$ cat src/rtl/divisor_algoritmico.sv
// Signed restoring divider: one quotient bit per clock, truncating (C-style) results.
// Start in IDLE captures operand magnitudes and signs; Done pulses once when Coc/Res are updated.
module divisor_algoritmico #(
  parameter int tamanyo = 32
) (
  input  logic               CLK,
  input  logic               RSTn,
  input  logic               Start,
  input  logic [tamanyo-1:0] Num,
  input  logic [tamanyo-1:0] Den,
  output logic [tamanyo-1:0] Coc,
  output logic [tamanyo-1:0] Res,
  output logic               Done
);

  localparam int W  = tamanyo;
  localparam int CW = $clog2(W + 1);

  typedef enum logic [1:0] {IDLE, CALC, FIN} state_t;

  state_t          state_q, state_d;
  logic [W:0]      rem_q, rem_d;
  logic [W-1:0]    quo_q, quo_d;
  logic [W-1:0]    den_q, den_d;
  logic [W-1:0]    num_q, num_d;
  logic            sgnq_q, sgnq_d;
  logic            sgnr_q, sgnr_d;
  logic [CW-1:0]   cnt_q, cnt_d;
  logic [W-1:0]    coc_q, coc_d;
  logic [W-1:0]    res_q, res_d;
  logic            done_q, done_d;

  // Magnitudes as unsigned: the most-negative value maps to 2^(W-1).
  logic [W-1:0] num_abs, den_abs;
  assign num_abs = Num[W-1] ? -Num : Num;
  assign den_abs = Den[W-1] ? -Den : Den;

  logic [W:0] shifted, trial;
  assign shifted = {rem_q[W-1:0], quo_q[W-1]};
  assign trial   = shifted - {1'b0, den_q};

  always_ff @(posedge CLK or negedge RSTn) begin
    if (!RSTn) begin
      state_q <= IDLE;
      rem_q   <= '0;
      quo_q   <= '0;
      den_q   <= '0;
      num_q   <= '0;
      sgnq_q  <= 1'b0;
      sgnr_q  <= 1'b0;
      cnt_q   <= '0;
      coc_q   <= '0;
      res_q   <= '0;
      done_q  <= 1'b0;
    end else begin
      state_q <= state_d;
      rem_q   <= rem_d;
      quo_q   <= quo_d;
      den_q   <= den_d;
      num_q   <= num_d;
      sgnq_q  <= sgnq_d;
      sgnr_q  <= sgnr_d;
      cnt_q   <= cnt_d;
      coc_q   <= coc_d;
      res_q   <= res_d;
      done_q  <= done_d;
    end
  end

  always_comb begin
    state_d = state_q;
    rem_d   = rem_q;
    quo_d   = quo_q;
    den_d   = den_q;
    num_d   = num_q;
    sgnq_d  = sgnq_q;
    sgnr_d  = sgnr_q;
    cnt_d   = cnt_q;
    coc_d   = coc_q;
    res_d   = res_q;
    done_d  = 1'b0;

    case (state_q)
      IDLE: begin
        if (Start) begin
          rem_d   = '0;
          quo_d   = num_abs;
          den_d   = den_abs;
          num_d   = Num;
          sgnq_d  = Num[W-1] ^ Den[W-1];
          sgnr_d  = Num[W-1];
          cnt_d   = CW'(W);
          state_d = CALC;
        end
      end
      CALC: begin
        // Keep the trial difference only when it did not go negative.
        if (!trial[W]) begin
          rem_d = trial;
          quo_d = {quo_q[W-2:0], 1'b1};
        end else begin
          rem_d = shifted;
          quo_d = {quo_q[W-2:0], 1'b0};
        end
        cnt_d = cnt_q - CW'(1);
        if (cnt_q == CW'(1)) state_d = FIN;
      end
      FIN: begin
        if (den_q == '0) begin
          coc_d = '1;
          res_d = num_q;
        end else begin
          coc_d = sgnq_q ? -quo_q : quo_q;
          res_d = sgnr_q ? -rem_q[W-1:0] : rem_q[W-1:0];
        end
        done_d  = 1'b1;
        state_d = IDLE;
      end
      default: state_d = IDLE;
    endcase
  end

  assign Coc  = coc_q;
  assign Res  = res_q;
  assign Done = done_q;

endmodule

$ cat config.mk
export PLATFORM = sky130hd
export DESIGN_NAME = divisor_algoritmico
export DESIGN_NICKNAME = d
export VERILOG_FILES = /design/src/rtl/divisor_algoritmico.sv
export SDC_FILE = /design/constraint.sdc
export NUM_CORES = 1
export LEC_CHECK = 0
export CAP_MARGIN = 0
export CORE_ASPECT_RATIO = 1.75
export CORE_MARGIN = 1.5
export CORE_UTILIZATION = 55
export CTS_CLUSTER_SIZE = 40
export DETAILED_ROUTE_END_ITERATION = 10
export MAX_ROUTING_LAYER = met4
export PLACE_DENSITY = 0.89
export SLEW_MARGIN = 20
export SYNTH_ARGS = -nofsm -noshare
export SYNTH_HDL_FRONTEND = slang
export SYNTH_SLANG_ARGS = --single-unit
$ cat constraint.sdc
create_clock -name CLK -period 3.5 [get_ports CLK]
set_input_delay 0.35 -clock CLK [delete_from_list [all_inputs] [get_ports CLK]]
set_output_delay 0.35 -clock CLK [all_outputs]
set_load 0.01 [all_outputs]
==> results.json <==
{
  "clockRootBuffer": "clkbuf_16",
  "cp_slowest_cell": "or4_1",
  "fin_crit_ns": 3.17,
  "crit_top_cell": "nand2b_1",
  "p_leak_nw": 6.53,
  "internal-power_w": 0.00856,
  "start_util": 0.563,
  "synth_nets": 1596,
  "cts_tree": "built",
  "design.core.area_sq_um": 22300,
  "critical_path.cell_chain": "or3_1 -> or3b_1 -> nand2b_1 -> or4_1 -> nand2b_1 -> nand2b_1 -> o21ai_1 -> xor2_1 -> a21oi_1",
  "routedWlPerCell_microns": 17.3,
  "switching_share": 0.458,
  "dp_slack_ns": 0.0428,
  "synth-seq-cells": 202,
  "drv_slew": 0,
  "drc": 0,
  "portBuffers": 131,
  "hpwl_mm": 25.4,
  "slew_headroom": 0.327,
  "busiest_layer": "met2",
  "grt_overflow": 0,
  "cp.arrival_ns": 3.54,
  "whs_ns": 0.451,
  "layout_setup_ws_ns": 0.327,
  "tns_ns": 0,
  "final_layout_size_suffix_gt1_frac": 0.0565,
  "viasPerCell": 5.94,
  "power.total_w": 0.0158,
  "r2r_start": "quo_q[4]",
  "worst-path-buf-inv": 0,
  "endpoint": "Coc[28]",
  "r2r-end": "Coc[28]",
  "synth_cells": 1490,
  "clk_latency_ns": 0.50,
  "rrSetupSlack_ns": 0.33,
  "worst-path-stages": 9,
  "yosysUniqueCellTypes": 63,
  "max-cap-violations": 0,
  "ir_drop_uv": 546,
  "diodes": 0,
  "yosysWarnings": 0,
  "cp-end-kind": "register",
  "finalNetCount": 1706,
  "p_per_area_nw_per_um2": 1060,
  "regArea_sq_um": 5050,
  "finalHoldViolCount": 0,
  "netlist_area_sq_um": 12500,
  "numCtsBuffers": 19,
  "worstMarginPinSlew_ns": 1.01,
  "seq_power_share": 0.298,
  "setup_viol_count_final": 0,
  "first_iter_violations": 912,
  "combPwrFrac": 0.579,
  "grt_use_met3": 0.0290,
  "die_area_sq_um": 23700,
  "synth-async-reset-ratio": 1.00,
  "cpPeakStageDelay_ns": 0.63,
  "outcome": "finished clean",
  "syn_to_final_growth_pct": 18.4,
  "cts.clk_slew.worst_paths_ns": 0.06,
  "crit_type": "register to register",
  "holdCritPathClass": "input pin to async pin",
  "die_h_microns": 203,
  "synth_seq_area_share": 0.403,
  "rr_worst_depth": 9,
  "grt_start_max_net_pins": 83,
  "cts_sinks": 202,
  "worst_setup_path_start_kind": "register",
  "ant_nets": 0,
  "gp_congestion": 0.941,
  "cp_data_required_time_ns": 3.87,
  "crit_family": "simple AND/OR/NAND/NOR gates",
  "vias": 11336,
  "routed_wl_mm": 32.9,
  "antenna_found_initial": 0,
  "use_met1": 0.288,
  "ys.flop_type": "dfrtp_1",
  "rsz0062_at_grt": "no",
  "cp_max_fo": 4,
  "grt_usage": 0.290,
  "synth-edff-count": 0,
  "dr.pass1.iters": 5,
  "met2_usage": 0.535,
  "max_freq_mhz": 315,
  "clock_power_share": 0.122,
  "grt_pass1_wl_mm": 53.6,
  "clock_skew_ns": 0.0175,
  "htreeDepth": 1,
  "row_count": 72,
  "grt_pass1_vias": 11347,
  "synth.avg_cell_area_sq_um": 8.41,
  "clockBufferDepth": 3,
  "p_switching_w": 0.00722,
  "crit_start": "quo_q[4]",
  "nFillCells": 1757,
  "boundaryPins": 132,
  "finalCritPeriodShare": 0.906,
  "multi_input_area_sq_um": 7030,
  "post_cts.repair.setup_buffers": 0,
  "die_x_microns": 117
}
==> per-stage QoR <==
stage / util / area, sq um / std cells
finish: 0.667 / 14800 / 1907
global route: 0.667 / 14800 / 1907
CTS: 0.667 / 14800 / 1907
detailed placement: 0.641 / 14300 / 1874
global placement: 0.641 / 14300 / 1874
floorplan: - / 12500 / 1490
==> registers in the layout (all words and copies together), names as in the netlist <==
name / cells
quo_q: 32
cnt_q: 6
den_q: 32
state_q: 2
num_q: 32
Coc: 32
sgnq_q: 1
Done: 1
Res: 32
rem_q: 32
==> worst min-delay path by stage <==
stage / endpoint / slack [ns] / cells after the start
finish: Res[27] / 0.45 / 2
global route: Res[25] / 0.50 / 2
CTS: Res[27] / 0.47 / 2
detailed placement: Res[27] / 0.43 / 1
global placement: Res[25] / 0.42 / 1
floorplan: Coc[0] / 0.05 / 0
==> timing repair <==
action,in CTS,in global routing
gates resized for setup,0,0
endpoints found under the hold margin,79,0
hold buffers,1,0
==> cell usage after synthesis, drive strengths merged (27+ instances only) <==
cell type | instances | area [sq um]
a21oi | 102 | 510
a22oi | 29 | 218
clkbuf | 68 | 255
dfrtp | 202 | 5050
ha | 38 | 475
inv | 52 | 195
mux2i | 34 | 340
nand2 | 268 | 1010
nand3 | 27 | 140
nor2 | 92 | 345
o21ai | 194 | 971
o31ai | 40 | 334
xnor2 | 34 | 298
xor2 | 111 | 972
==> per-layer routing <==
layer / vias to the layer above / part of all wire / routed length [microns]
li1: 5424 / - / -
met1: 5377 / 0.36 / 11700
met2: 400 / 0.54 / 17800
met3: 135 / 0.042 / 1390
met4: 0 / 0.062 / 2030
met5: - / 0 / 0
==> area by class of cell <==
| cell class | instances | share of cell area |
|---|---|---|
| Timing Repair Buffer | 165 | 0.109 |
| Multi-Input combinational cell | 1160 | 0.474 |
| Inverter | 52 | 0.0132 |
| Sequential cell | 202 | 0.341 |
| Tap cell | 296 | 0.0250 |
| Clock inverter | 7 | 0.00346 |
| Clock buffer | 25 | 0.0349 |
==> power by group through the flow <==
stage                     sequential, W  clock (W)  combinational [W]
after floorplan                 0.00440          0            0.00642
after global placement          0.00464          0            0.00873
after detailed placement        0.00469          0            0.00903
after CTS                       0.00466    0.00195            0.00912
after global routing            0.00484    0.00205             0.0102
final                           0.00471    0.00193            0.00914
==> logic make-up after synthesis <==
family	after synthesis	synth area share
fa+ha+maj	39	0.0395
compound gates	421	0.198
xor+xnor	145	0.101
flops	202	0.403
simple gates	521	0.192
mux	34	0.0272
buf+inv	128	0.0384
==> placed cells by master (no fill, tap or decap), drive strengths merged, types with 3 or more instances in the layout <==
cell type / n
and2: 5
nand2: 268
o21a: 4
nor4: 17
clkdlybuf4s50: 130
nor3b: 3
inv: 55
buf: 33
o41ai: 10
nand4: 4
mux2i: 34
xor2: 111
nand3b: 5
or2: 5
nor3: 15
a211oi: 3
o21bai: 5
xnor2: 34
dfrtp: 202
ha: 38
and3: 10
nand3: 27
nor2b: 7
a31oi: 6
or3: 24
o31ai: 40
clkbuf: 26
nor2: 92
a21oi: 102
nand4b: 3
a22oi: 29
a21o: 8
or4: 16
o211ai: 3
o21ai: 194
nand2b: 17
Note: power is estimated with default switching activity, not from simulation.
